[src/rtl/synchronous_down_counter_if.sv]
// Control/status bundle for the loadable down counter (count controls in, count status out).
// The width parameter N must match the counter instance it is connected to.
interface synchronous_down_counter_if #(
    parameter int N = 4
);
    logic         enable;
    logic         load;
    logic [N-1:0] D;
    logic         auto_reload;
    logic [N-1:0] Q;
    logic         tc;
    logic         busy;

    modport master (
        output enable,
        output load,
        output D,
        output auto_reload,
        input  Q,
        input  tc,
        input  busy
    );

    modport slave (
        input  enable,
        input  load,
        input  D,
        input  auto_reload,
        output Q,
        output tc,
        output busy
    );
endinterface

[src/rtl/synchronous_down_counter.sv]
// Loadable N-bit synchronous down counter / interval timer with one-cycle terminal-count pulse.
// Optional periodic auto-reload is built only when SYNC_DOWN_COUNTER_AUTORELOAD_EN is defined.
module synchronous_down_counter #(
    parameter int N = 4
) (
    input  logic                          clk,
    input  logic                          reset,
    synchronous_down_counter_if.slave     bus
);

    typedef enum logic {
        ST_IDLE = 1'b0,
        ST_RUN  = 1'b1
    } state_t;

    state_t       r_state;
    logic [N-1:0] r_count;
    logic         r_tc;
    logic         r_busy;

    logic         w_reload_active;
    logic [N-1:0] w_reload_value;
    logic         w_terminal;

`ifdef SYNC_DOWN_COUNTER_AUTORELOAD_EN
    logic [N-1:0] r_reload;

    always_ff @(posedge clk) begin
        if (reset) begin
            r_reload <= '0;
        end else if (bus.load) begin
            r_reload <= bus.D;
        end
    end

    // auto_reload is sampled at the terminal decrement itself, so mid-count changes only affect the next expiry.
    assign w_reload_active = bus.auto_reload && (r_reload != '0);
    assign w_reload_value  = r_reload;
`else
    assign w_reload_active = 1'b0;
    assign w_reload_value  = '0;
`endif

    // In RUN the count is always >= 1, so reaching 1 means this decrement expires the interval.
    assign w_terminal = (r_count == N'(1));

    always_ff @(posedge clk) begin
        if (reset) begin
            r_state <= ST_IDLE;
            r_count <= '0;
            r_tc    <= 1'b0;
            r_busy  <= 1'b0;
        end else if (bus.load) begin
            r_count <= bus.D;
            r_tc    <= 1'b0;
            if (bus.D != '0) begin
                r_state <= ST_RUN;
                r_busy  <= 1'b1;
            end else begin
                r_state <= ST_IDLE;
                r_busy  <= 1'b0;
            end
        end else begin
            case (r_state)
                ST_RUN: begin
                    if (bus.enable) begin
                        if (w_terminal) begin
                            r_tc <= 1'b1;
                            if (w_reload_active) begin
                                r_count <= w_reload_value;
                            end else begin
                                r_count <= '0;
                                r_state <= ST_IDLE;
                                r_busy  <= 1'b0;
                            end
                        end else begin
                            r_count <= r_count - N'(1);
                            r_tc    <= 1'b0;
                        end
                    end else begin
                        r_tc <= 1'b0;
                    end
                end
                default: begin
                    r_tc <= 1'b0;
                end
            endcase
        end
    end

    assign bus.Q    = r_count;
    assign bus.tc   = r_tc;
    assign bus.busy = r_busy;

endmodule

[src/flat_wrapper.sv]
// flat-port wrapper written by rule: the top's interface ports become plain ports
module synchronous_down_counter_flat 
#(
    parameter int N = 4
)
  (clk, reset, bus_enable, bus_load, bus_D, bus_auto_reload, bus_Q, bus_tc, bus_busy);
  synchronous_down_counter_if #(.N(N)) bus_i ();
  input  logic clk;
  input  logic reset;
  input wire logic [$bits(bus_i.enable)-1:0] bus_enable;
  input wire logic [$bits(bus_i.load)-1:0] bus_load;
  input wire logic [$bits(bus_i.D)-1:0] bus_D;
  input wire logic [$bits(bus_i.auto_reload)-1:0] bus_auto_reload;
  output wire logic [$bits(bus_i.Q)-1:0] bus_Q;
  output wire logic [$bits(bus_i.tc)-1:0] bus_tc;
  output wire logic [$bits(bus_i.busy)-1:0] bus_busy;
  assign bus_i.enable = bus_enable;
  assign bus_i.load = bus_load;
  assign bus_i.D = bus_D;
  assign bus_i.auto_reload = bus_auto_reload;
  assign bus_Q = bus_i.Q;
  assign bus_tc = bus_i.tc;
  assign bus_busy = bus_i.busy;
  synchronous_down_counter #(.N(N)) u_core (.clk(clk), .reset(reset), .bus(bus_i));
endmodule
[config.mk]
export PLATFORM = sky130hd
export DESIGN_NAME = synchronous_down_counter_flat
export DESIGN_NICKNAME = d
export VERILOG_FILES = /design/src/rtl/synchronous_down_counter_if.sv /design/src/rtl/synchronous_down_counter.sv /design/src/flat_wrapper.sv
export SDC_FILE = /design/constraint.sdc
export NUM_CORES = 1
export LEC_CHECK = 0
export BUFFER_PORTS_ARGS = -buffer_cell sky130_fd_sc_hd__buf_4
export CAP_MARGIN = 20
export CORE_AREA = 2 2 39 41
export CTS_CLUSTER_SIZE = 10
export DETAILED_ROUTE_END_ITERATION = 12
export DIE_AREA = 0 0 41 43
export GPL_TIMING_DRIVEN = 1
export HOLD_SLACK_MARGIN = 0.05
export SETUP_SLACK_MARGIN = 0.2
export SLEW_MARGIN = 20
export SYNTH_ARGS = -nofsm -noshare
export SYNTH_HDL_FRONTEND = slang
export SYNTH_SLANG_ARGS = --single-unit
[constraint.sdc]
create_clock -name clk -period 2.89 [get_ports clk]
set_input_delay 0 -clock clk [delete_from_list [all_inputs] [get_ports clk]]
set_output_delay 0 -clock clk [all_outputs]
set_load 0.02 [all_outputs]
==> Word-level counts from Yosys, hierarchy flattened <==
Index checks and enable logic that the tools add are counted.
{ "classes": {"mux": 14, "n_addsub": 1, "reduce_logical": 7, "bitwise_logic": 2, "n_eq_ne": 1} }
{ "op_table": {"columns": ["operator", "n"], "rows": [
  ["two-way mux 4 bit", 4],
  ["two-way mux 1 bit", 10],
  ["nonzero test 2 bit", 3],
  ["equality test 4 x 1 -> 1 bit (second input constant)", 1],
  ["nonzero test 4 bit", 1],
  ["OR reduction 4 bit", 1],
  ["subtractor 4 x 1 -> 4 bit (second input constant)", 1],
  ["AND reduction 3 bit", 1],
  ["inverter 1 bit", 2],
  ["AND reduction 2 bit", 1]
]} }
{ "totals": {"word_cells": 29, "register_bits": 7, "input_bits": 9, "output_inout_bits": 6} }

==> Depth between registers and ports, before layout <==
Gate-level depths: netlist of run 1.
{ "depth": {"ltp_word": 5, "depth_mapped": 5, "ltp_nobuf": 5} }

==> Worst setup path after synthesis of run 1 <==
No wires, ideal clock.
{ "synth_path": {"kind": "reg-to-reg", "start": "register u_core.r_count[0] (netlist: u_core.bus.Q[0])", "end": "register u_core.r_busy (netlist: u_core.bus.busy)", "stages_incl_launch_ff": 5, "setup_time_ns": 0.135, "arrival_ns": 1.270, "path_buffers": 0, "synth_period_minus_slack_ns": 1.405, "t_required_ns": 2.755, "setup_slack_ns": 1.485, "cell_sequence": "dfxtp_1 ha_1 or3b_4 o21ai_1 a21oi_1"} }
{ "synth_via": {"elab_chain_len": 3} }
{ "synth_rtl": {"columns": ["item", "line", "source"], "rows": [
  ["start: declaration", "synchronous_down_counter.sv:17", "logic [N-1:0] r_count;"],
  ["start signal: assignment", "synchronous_down_counter.sv:54", "r_count <= bus.D;"],
  ["start signal: assignment", "synchronous_down_counter.sv:70", "r_count <= w_reload_value;"],
  ["start signal: assignment", "synchronous_down_counter.sv:77", "r_count <= r_count - N'(1);"],
  ["equality test 4 x 1 -> 1 bit", "synchronous_down_counter.sv:45", "assign w_terminal = (r_count == N'(1));"],
  ["nonzero test 2 bit (no line)", null, null],
  ["AND reduction 3 bit (no line)", null, null],
  ["end signal: assignment", "synchronous_down_counter.sv:52", "r_busy <= 1'b0;"],
  ["end signal: assignment", "synchronous_down_counter.sv:58", "r_busy <= 1'b1;"],
  ["end signal: assignment", "synchronous_down_counter.sv:61", "r_busy <= 1'b0;"],
  ["end: declaration", "synchronous_down_counter.sv:19", "logic r_busy;"]
]} }
No other way between the ends.
A chain may end at the register's enable or synchronous reset.

==> Final worst setup path of run 1 <==
{ "layout_path": {"start": "register u_core.r_count[0] (netlist: u_core.bus.Q[0])", "end": "register u_core.r_count[1] (netlist: u_core.bus.Q[1])"} }
{ "layout_via": {"elab_chain_len": 5, "elab_cells_between_ends": 6, "classes_between": "add/sub: 1; eq/ne: 1; mux: 4"} }
{ "layout_rtl": {"columns": ["item", "line", "source"], "rows": [
  ["subtractor 4 x 1 -> 4 bit or equality test 4 x 1 -> 1 bit (tied branches)", "synchronous_down_counter.sv:77, synchronous_down_counter.sv:45", null],
  ["two-way mux 4 bit (*)", "synchronous_down_counter.sv:67", "if (w_terminal) begin"],
  ["two-way mux 4 bit (*)", "synchronous_down_counter.sv:66", "if (bus.enable) begin"],
  ["two-way mux 4 bit (*)", "synchronous_down_counter.sv:64", "case (r_state)"],
  ["two-way mux 4 bit (*)", "synchronous_down_counter.sv:53", "end else if (bus.load) begin"]
]} }
Every way passes the cells marked *; elsewhere a longest branch is shown, timed or not. The select of a mux whose other input is x is not followed.

==> flow_summary_export.csv, run 1 <==
group,metric,value,unit
worst_setup_path,endpoint_kind,"flop",
drt,ant_nets,0,
synthesis,synthMostInstantiatedCell,"dfxtp_1",
power_and_ir_drop,peakVddDrop,0.3200,mV
drt,wl_per_cell,11.86,µm
worst_setup_path,crit_required,3080,ps
worst_setup_path,critPathKind,"reg2reg",
grt,grt_overflow,0,
synthesis,yosysTopAreaCell,"dfxtp_1",
floorplanning,pin_count,15,
drt,drtPass1Iterations,4,
clocking,cts_tree,"yes",
synthesis,ys_types,22,
timing,finalCriticalPeriod,1837,ps
worst_setup_path,reg2reg_depth,5,
timing,relSlewSlack,73.14,%
clocking,cts_made_buffers,3,
floorplanning,dieArea,1763,µm²
finish,post-route-util,41.95,%
worst_setup_path,arrival,2030,ps
finish,fin_nets,76,
grt,antenna_found_initial,0,
drt,vias,406,
synthesis,avgSynthCellArea,9.086,µm²
synthesis,yosysWarningCount,0,
synthesis,ys_async_sr_fraction,0,%
drt,drt_wl_total,949,µm
clocking,cts-root-buf,"clkbuf_4",
drt,drt_iter0_drc,15,
drt,drc,0,
run_status,status,"completed",
grt,grt_usage,11.94,%
synthesis,synthCells,42,
min_path,holdPathStages,3,
timing,fin_ws,1053,ps
flow_run,cap_violations,0,
floorplanning,die_h,43,µm
timing,hold_viol,0,
timing,setup_viol,0,
synthesis,ys_seq_area_share,36.72,%
worst_setup_path,crit_path_start_kind,"flop",
synthesis,synthesis.nets,53,
grt,grt_max_degree,14,
drt,viasPerCell,5.075,
finish,antennaDiodeCount,0,
timing,rsz0062_at_grt,"false",
finish,area_growth,52.13,%
grt,grt_pass1_wl,1373,µm
timing,finClkSkew,9.369,ps
synthesis,ys_seq_elements,7,
floorplanning,die_w,41,µm
min_path,hold_path_startpoint,"bus_D[1]",
min_path,hp-class,"in2reg",
clocking,clkLatencyLatePin,260,ps
placement,place_ws,1507,ps
power_and_ir_drop,leakage,0.2317,nW
placement,gp_congestion,0.7251,
synthesis,syn-cell-area,381.6,µm²
floorplanning,core_area,1384,µm²
worst_setup_path,reg2reg_slack,1050,ps
floorplanning,rows,14,
power_and_ir_drop,p_per_area,440.8,nW/µm²
clocking,htree_levels,1,
worst_setup_path,r2r-start,"u_core.bus.Q[0]$_SDFFE_PP0P_",
worst_setup_path,rr_endpoint,"u_core.bus.Q[1]$_SDFFE_PP0P_",
min_path,hold-path-endpoint,"u_core.bus.busy$_SDFFE_PP0P_",
clocking,clkTransAtPathRegs,60,ps
finish,layout-drive-gt1-share,29.69,%
timing,fmax,544.3,MHz
timing,tightest_slew,397.6,ps
placement,port_buffers,13,
clocking,cts_buffer_depth,2,
grt,grt_pass1_vias,324,
synthesis,synth_edf_count,0,
clocking,cts_resized,0,
timing,drv_slew,0,
clocking,cts.sinks,7,
timing,setup_tns,0,ps
synthesis,synth_area_leaders,"dfxtp_1, nand3b_1, ha_1, a31oi_1, nand2_1",
synthesis,synth_top_area_share,36.72,%
synthesis,synth_flop_cell,"dfxtp_1",
floorplanning,initial_core_util,27.58,%
worst_setup_path,cp_max_fo,6,
placement,hpwlAfterDp,662.1,µm
synthesis,synthTopCellsByCount,"dfxtp_1, nand2_1, nand3b_1",
timing,min_period_over_period,63.58,%
[cell families (layout without fill, tap and decap cells)]
logic type	Yosys count	in the layout	share of synthesized area (%)
simple gates	18	18	31.81
flops	7	7	36.72
fa+ha+maj	2	2	6.556
buf+inv	3	25	3.278
compound gates	12	12	21.64
[report_power, final]
group	total, mW	internal, mW	switching, mW
clock	0.0909	0.0528	0.0380
combinational	0.0548	0.0300	0.0248
sequential	0.110	0.102	0.00788
total	0.256	0.185	0.0707
[metrics by stage]
stage	instances	hold WS (ps)	instance area (µm²)	power [mW]
6_report	80	77.60	580.6	0.2559
5_1_grt	80	114.8	580.6	0.2716
4_1_cts	80	75.52	580.6	0.2577
3_5_place_dp	70	221.7	494.2	0.1600
3_3_place_gp	70	218.2	494.2	0.1599
2_1_floorplan	42	62.44	381.6	0.1376
[placed cells by master (no fill, tap or decap), drive strengths merged]
| master | n |
|---|---|
| a21oi | 4 |
| a311o | 1 |
| a31oi | 3 |
| and3b | 1 |
| buf | 13 |
| clkbuf | 4 |
| dfxtp | 7 |
| dlygate4sd3 | 6 |
| ha | 2 |
| inv | 2 |
| nand2 | 5 |
| nand3 | 2 |
| nand3b | 4 |
| nand4b | 1 |
| nand4bb | 1 |
| nor2b | 1 |
| nor4 | 1 |
| nor4b | 1 |
| o211ai | 1 |
| o21ai | 1 |
| o31a | 1 |
| o41ai | 1 |
| or3b | 1 |
[how the worst max path moves through the flow]
stage | from | endpoint | slack (ps) | cells past startpoint
after floorplan | u_core.bus.Q[0]$_SDFFE_PP0P_ | u_core.bus.busy$_SDFFE_PP0P_ | 1490 | 4
after global placement | u_core.bus.Q[0]$_SDFFE_PP0P_ | u_core.bus.busy$_SDFFE_PP0P_ | 1520 | 4
after detailed placement | u_core.bus.Q[0]$_SDFFE_PP0P_ | u_core.bus.busy$_SDFFE_PP0P_ | 1510 | 4
after CTS | u_core.bus.Q[0]$_SDFFE_PP0P_ | u_core.bus.Q[1]$_SDFFE_PP0P_ | 1060 | 5
after global routing | u_core.bus.Q[0]$_SDFFE_PP0P_ | u_core.bus.Q[1]$_SDFFE_PP0P_ | 1010 | 5
final | u_core.bus.Q[0]$_SDFFE_PP0P_ | u_core.bus.Q[1]$_SDFFE_PP0P_ | 1050 | 5
[state kept, by name, summed over array words and instances (netlist names)]
register / flops
u_core.bus.Q: 4
u_core.bus.busy: 1
u_core.bus.tc: 1
u_core.r_state: 1
[metal layers]
layer,track usage (%),up-vias,part of all wire (%)
met4,2.000,0,0
met5,0,-,0
met3,7.853,0,7.5
li1,-,204,-
met1,16.35,188,46
met2,15.63,14,47
[cell type report]
cell class                      count  area [µm²]
Fill cell                         147       803.3
Tap cell                           16       20.02
Multi-Input combinational cell     32       229.0
Timing Repair Buffer               19       157.7
Clock buffer                        4       26.28
Inverter                            2       7.507
Sequential cell                     7       140.1
[worst max-delay path: stages (launching register included)]
cell	delay [ps]
dfxtp_1	430
inv_1	100
ha_1	300
a311o_1	280
a21oi_2	120
dlygate4sd3_1	540
[timing repair]
item                      in CTS  in global routing
hold buffers                   6                  0
buffers inserted               0                  0
hold endpoints to repair       7                  0
(Power assumes the default switching activity.)
==> run 2: changes to the inputs <==
clock period = 1.5 ns   (was 2.89 ns; I/O delays follow)
==> run 2 against run 1 <==
  * Hold slack better by 53 ps
  * Combinational power rose by 110%
  * Utilization rose by 3.3 points
  * Setup slack got worse by 820 ps
  * Flip-flop and latch count stayed put
  * Cell count increased by 1.3%
  * Clock-buffer cell count unchanged
  * Critical path depth fell by 1
  * Design area rose by 7.8%
  * Sequential power rose by 93%
  * Non-clock buffer count up 1
==> flow_summary_export.csv, run 2 (synthesized netlist as in run 1, its figures left out) <==
group,metric,value,unit
timing,fin_ws,234.9,ps
min_path,hp-class,"in2reg",
timing,fmax,790.5,MHz
finish,most-common-layout-cells,"buf_4, dlygate4sd3_1, nand2_1, dfxtp_1, nand3b_1",
timing,drv_slew,0,
drt,drt_iter0_drc,12,
power_and_ir_drop,p_per_area,792.9,nW/µm²
placement,place_ws,181.4,ps
drt,viasPerCell,5.370,
timing,setup_tns,0,ps
worst_setup_path,arrival,1390,ps
finish,fin_nets,77,
clocking,cts.sinks,7,
grt,grt_pass1_vias,371,
drt,vias,435,
grt,grt_max_degree,14,
finish,area_growth,63.93,%
min_path,hold_path_startpoint,"bus_enable",
timing,finClkSkew,3.130,ps
finish,fillers,131,
clocking,htree_levels,1,
finish,antennaDiodeCount,0,
floorplanning,rows,14,
worst_setup_path,reg2reg_depth,4,
drt,drt_wl_total,1013,µm
finish,mostFrequentLayoutCell,"buf_4",
min_path,hold-path-endpoint,"u_core.bus.Q[2]$_SDFFE_PP0P_",
worst_setup_path,crit_required,1630,ps
floorplanning,pin_count,15,
finish,largest_reg_flops,4,
flow_run,cap_violations,0,
power_and_ir_drop,power,496.1,µW
clocking,cts_buffer_depth,2,
timing,setup_viol,0,
floorplanning,core_area,1384,µm²
floorplanning,initial_core_util,27.58,%
run_status,status,"completed",
min_path,holdPathStages,4,
grt,grt_usage,12.93,%
drt,wl_per_cell,12.51,µm
drt,drc,0,
power_and_ir_drop,peakVddDrop,0.5332,mV
timing,fin_hold_ws,130.5,ps
clocking,cts_made_buffers,3,
worst_setup_path,endpoint_kind,"flop",
grt,grt_pass1_wl,1497,µm
floorplanning,die_h,43,µm
finish,regArea,147.6,µm²
timing,relSlewSlack,77.04,%
placement,port_buffers,13,
worst_setup_path,r2r-start,"u_core.bus.Q[0]$_SDFFE_PP0P_",
clocking,cts-root-buf,"clkbuf_4",
worst_setup_path,rr_endpoint,"u_core.bus.busy$_SDFFE_PP0P_",
grt,grt_overflow,0,
worst_setup_path,cp_max_fo,6,
finish,post-route-util,45.21,%
timing,tightest_slew,340.7,ps
timing,hold_viol,0,
floorplanning,dieArea,1763,µm²
timing,rsz0062_at_grt,"true",
timing,finalCriticalPeriod,1265,ps
worst_setup_path,critPathKind,"reg2reg",
power_and_ir_drop,leakage,0.2415,nW
finish,layout-drive-gt1-share,41.54,%
finish,multi_input_area,256.5,µm²
placement,gp_congestion,0.7404,
worst_setup_path,crit_path_start_kind,"flop",
worst_setup_path,reg2reg_slack,230,ps
placement,hpwlAfterDp,674.6,µm
clocking,clkTransAtPathRegs,50,ps
floorplanning,die_w,41,µm
grt,antenna_found_initial,0,
drt,drtPass1Iterations,4,
clocking,clkLatencyLatePin,250,ps
clocking,cts_tree,"yes",
drt,ant_nets,0,
timing,min_period_over_period,84.34,%
[run 2: cell types whose count changed in the layout (fill, tap and decap cells not counted), sizes merged]
cell / before / now
buf: 13 / 14
[run 2: layout make-up]
cell class | count | share of cell area, %
timing repair buffer | 20 | 26.40
multi-input combinational | 32 | 41.00
tap | 16 | 3.200
inverter | 2 | 1.600
clock buffer | 4 | 4.200
sequential | 7 | 23.60
[run 2: per-stage QoR]
stage,cells,cell area [µm²]
after floorplan,42,384.1
after global placement,70,496.7
after detailed placement,70,496.7
after CTS,81,601.8
after global routing,81,625.6
final,81,625.6
[run 2: layer usage]
| layer | GRT usage [%] | wire [µm] | up-vias |
|---|---|---|---|
| met5 | 0 | 0 | - |
| met4 | 2.000 | 0 | 0 |
| met3 | 9.424 | 86 | 0 |
| met2 | 19.69 | 509 | 18 |
| met1 | 14.38 | 417 | 209 |
| li1 | - | - | 208 |
[run 2: repair_timing]
item | CTS | global route
gates resized for setup | 5 | 4
setup buffers | 1 | 0
hold buffers | 6 | 0
pin swaps | 1 | 2
endpoints found under the hold margin | 7 | 0
setup endpoints to repair | 1 | 4
[run 2: how the worst max path moves through the flow]
| stage | startpoint | endpoint | slack [ps] | cells after the start |
|---|---|---|---|---|
| after CTS | u_core.bus.Q[0]$_SDFFE_PP0P_ | u_core.bus.busy$_SDFFE_PP0P_ | 220 | 4 |
| after global placement | u_core.bus.Q[1]$_SDFFE_PP0P_ | u_core.bus.busy$_SDFFE_PP0P_ | 200 | 5 |
| after floorplan | u_core.bus.Q[0]$_SDFFE_PP0P_ | u_core.bus.busy$_SDFFE_PP0P_ | 210 | 4 |
| after detailed placement | u_core.bus.Q[1]$_SDFFE_PP0P_ | u_core.bus.busy$_SDFFE_PP0P_ | 180 | 5 |
| final | u_core.bus.Q[0]$_SDFFE_PP0P_ | u_core.bus.busy$_SDFFE_PP0P_ | 230 | 4 |
| after global routing | u_core.bus.Q[1]$_SDFFE_PP0P_ | u_core.bus.busy$_SDFFE_PP0P_ | 190 | 5 |
[run 2: critical path: stages, from the launching register on]
cell     delay [ps]
dfxtp_4         380
ha_4            140
or3b_4          400
o21ai_2         160
a21oi_2          60
[run 2: power breakdown]
part	internal [mW]	switching, mW
sequential	0.197	0.0154
combinational	0.0625	0.0544
clock	0.101	0.0657
==> run 3: changes to the inputs <==
ABC_AREA = 1   (was not set)
CORE_AREA = not set   (was 2 2 39 41)
CORE_MARGIN = 2   (was not set)
CORE_UTILIZATION = 30   (was not set)
DIE_AREA = not set   (was 0 0 41 43)
clock period = 1.17 ns   (was 1.5 ns; I/O delays follow)
==> run 3 against run 2 <==
  * Highest routed layer is now met4
  * Global-route usage is 0.49 points higher
  * Largest cell class unchanged
  * First-iteration DRC count shrank 83%
  * Fmax is 24% higher
  * Utilization increased by 6.0 points
==> flow_summary_export.csv, run 3 <==
group,metric,value,unit
run_status,status,"completed",
clocking,cts.sinks,7,
worst_setup_path,crit_path_start_kind,"flop",
floorplanning,dieArea,1717,µm²
finish,final_cell_area,666.9,µm²
min_path,hp-class,"in2reg",
worst_setup_path,crit_required,1360,ps
timing,drv_slew,0,
drt,drt_iter0_drc,2,
grt,grt_pass1_wl,1725,µm
synthesis,synthTopCellsByCount,"nand2_1, dfxtp_1, a21oi_1, inv_1",
worst_setup_path,reg2reg_depth,7,
synthesis,synth_edf_count,0,
timing,setup_viol,0,
worst_setup_path,rr_endpoint,"u_core.bus.Q[0]$_SDFFE_PP0P_",
timing,fmax,976.2,MHz
clocking,cts_buffer_depth,2,
synthesis,ys_async_sr_fraction,0,%
power_and_ir_drop,power.share.switching,32.16,%
power_and_ir_drop,p_int,481.6,µW
worst_setup_path,endpoint_kind,"flop",
placement,postPlaceCellArea,569.3,µm²
timing,setup_tns,0,ps
floorplanning,core_area,1301,µm²
drt,drt_wl_total,1018,µm
drt,ant_nets,0,
clocking,htree_levels,1,
worst_setup_path,arrival,1210,ps
placement,dp_cells,88,
synthesis,synthMostInstantiatedCell,"nand2_1",
placement,gp_congestion,0.7407,
min_path,hold_path_startpoint,"bus_enable",
grt,grt_usage,13.41,%
drt,wl_per_cell,10.49,µm
worst_setup_path,r2r-start,"u_core.bus.Q[1]$_SDFFE_PP0P_",
finish,regArea,148.9,µm²
floorplanning,die_h,41.44,µm
worst_setup_path,crit_chain,"inv_4 > ha_4 > nand2_4 > nand2_4 > nor2_4 > nand2_2 > a21oi_2",
clocking,cts_made_buffers,3,
synthesis,synth_flop_cell,"dfxtp_1",
finish,final_cells,97,
power_and_ir_drop,peakVddDrop,0.6658,mV
worst_setup_path,slowest_delay,350,ps
synthesis,ys_types,16,
finish,fin_nets,94,
grt,grt_overflow,0,
timing,finalCriticalPeriod,1024,ps
power_and_ir_drop,power,709.9,µW
worst_setup_path,critPathKind,"reg2reg",
finish,area_growth,58.63,%
synthesis,ys_seq_area_share,33.33,%
synthesis,yosysTopAreaCell,"dfxtp_1",
synthesis,synth_top_area_share,33.33,%
timing,rsz0062_at_grt,"true",
clocking,cts_tree,"yes",
synthesis,avgSynthCellArea,6.892,µm²
worst_setup_path,reg2reg_slack,150,ps
grt,grt_max_degree,9,
synthesis,syn-cell-area,420.4,µm²
placement,hpwlAfterDp,747,µm
drt,vias,462,
power_and_ir_drop,switching_power,228.3,µW
synthesis,synthCells,61,
worst_setup_path,crit_path_frequent_cell,"nand2_4",
placement,port_buffers,13,
worst_setup_path,cp_max_fo,2,
timing,hold_viol,0,
finish,multi_input_area,292.8,µm²
clocking,clkTransAtPathRegs,60,ps
timing,tightest_slew,192.3,ps
finish,fillers,130,
floorplanning,rows,13,
timing,min_period_over_period,87.55,%
finish,layout-drive-gt1-share,48.78,%
clocking,clkLatencyLatePin,260,ps
grt,grt_pass1_vias,416,
power_and_ir_drop,p_clk_share,32.2,%
synthesis,synth_area_leaders,"dfxtp_1, nand2_1, a21oi_1, ha_1, nand3_1",
timing,finClkSkew,6.014,ps
finish,antennaDiodeCount,0,
min_path,hold-path-endpoint,"u_core.bus.tc$_SDFF_PP0_",
floorplanning,die_w,41.44,µm
clocking,cts-root-buf,"clkbuf_4",
flow_run,cap_violations,0,
power_and_ir_drop,p_per_area,1064,nW/µm²
power_and_ir_drop,leakage,0.3052,nW
synthesis,synthesis.nets,72,
min_path,holdPathStages,3,
finish,largest_reg_flops,4,
drt,drc,0,
timing,relSlewSlack,87.06,%
drt,drtPass1Iterations,4,
drt,viasPerCell,4.763,
power_and_ir_drop,seq_power_share,38.7,%
worst_setup_path,cpMaxStageDelayCell,"dfxtp_4",
synthesis,ys_seq_elements,7,
power_and_ir_drop,pwr-share-comb,29.1,%
floorplanning,pin_count,15,
finish,most-common-layout-cells,"buf_4, nand2_1, nand3_1",
grt,antenna_found_initial,0,
synthesis,yosysWarningCount,0,
floorplanning,initial_core_util,32.31,%
finish,mostFrequentLayoutCell,"buf_4",
[run 3: cell types whose count changed after synthesis, moves of 2 or more]
| cell | previous run | this run |
|---|---|---|
| nor2_1 | 0 | 5 |
| a31oi_1 | 3 | 0 |
| nor2_2 | 0 | 2 |
| nand2_4 | 0 | 2 |
| o21ai_1 | 1 | 3 |
| nand2_1 | 5 | 16 |
| inv_1 | 2 | 6 |
| a21oi_1 | 3 | 6 |
| nand2_2 | 0 | 2 |
| nand3_1 | 2 | 5 |
| nand3b_1 | 4 | 0 |
[run 3: area by class of cell]
type | count | area share, %
flip-flops and latches | 7 | 22.33
repair buffers | 18 | 21.01
well taps | 15 | 2.814
clock buffers | 4 | 3.940
inverters | 8 | 6.004
multi-input cells | 45 | 43.90
[run 3: worst max path at each step]
stage	slack (ps)	to	startpoint
detailed placement	120	u_core.bus.Q[0]$_SDFFE_PP0P_	u_core.bus.Q[1]$_SDFFE_PP0P_
global placement	110	u_core.bus.Q[0]$_SDFFE_PP0P_	u_core.bus.Q[1]$_SDFFE_PP0P_
CTS	150	u_core.bus.Q[3]$_SDFFE_PP0P_	u_core.bus.Q[1]$_SDFFE_PP0P_
finish	150	u_core.bus.Q[0]$_SDFFE_PP0P_	u_core.bus.Q[1]$_SDFFE_PP0P_
floorplan	150	u_core.bus.Q[0]$_SDFFE_PP0P_	u_core.bus.Q[1]$_SDFFE_PP0P_
global route	70	u_core.bus.Q[3]$_SDFFE_PP0P_	u_core.bus.Q[1]$_SDFFE_PP0P_
[run 3: through the flow]
| stage | utilization [%] | hold slack [ps] | setup slack, ps |
|---|---|---|---|
| after CTS | 49.04 | 52.39 | 147.3 |
| final | 51.25 | 68.51 | 145.7 |
| after global routing | 51.25 | 70.14 | 69.42 |
| after detailed placement | 43.75 | 222.5 | 117.0 |
| after floorplan | - | 59.36 | 149.2 |
| after global placement | 43.75 | 220.5 | 110.4 |
[run 3: logic make-up (layout without fill, tap and decap cells)]
group,Yosys count,after routing,share of synthesized area (%)
AOI/OAI and AO/OA,9,9,10.71
adders and majority gates,2,2,5.951
buffers and inverters,9,30,11.01
DFF,7,7,33.33
and+or+nand+nor,34,34,38.99
[run 3: what timing repair did]
item / CTS / global route
hold buffers: 2 / 0
hold endpoints to repair: 7 / 0
buffers inserted: 3 / 0
endpoints found under the setup margin: 5 / 6
pin swaps: 6 / 6
resized for setup: 0 / 9
[run 3: per-layer routing]
layer  vias to the layer above  share of wire (%)  routed length, µm  track usage, %
li1                        240                  -                  -               -
met1                       206                 42                429           14.63
met2                        11                 49                501           21.56
met3                         5                5.0                 51           4.348
met4                         0                3.4                 35           9.677
met5                         -                  0                  0               0
[run 3: worst max-delay path, delay by kind of cell, from the launching register on]
kind / cells / cell delay [ps]
AO/OA/AOI/OAI: 1 / 120
flip-flops: 1 / 350
adder cells (fa/ha/maj): 1 / 160
AND/OR/NAND/NOR: 4 / 280
buffers and inverters: 1 / 40
[run 3: power by group through the flow]
stage	clock network [mW]	registers, mW	logic (mW)
floorplan	0	0.294	0.101
global placement	0	0.281	0.173
detailed placement	0	0.281	0.175
CTS	0.236	0.274	0.193
global route	0.257	0.277	0.230
finish	0.229	0.274	0.207
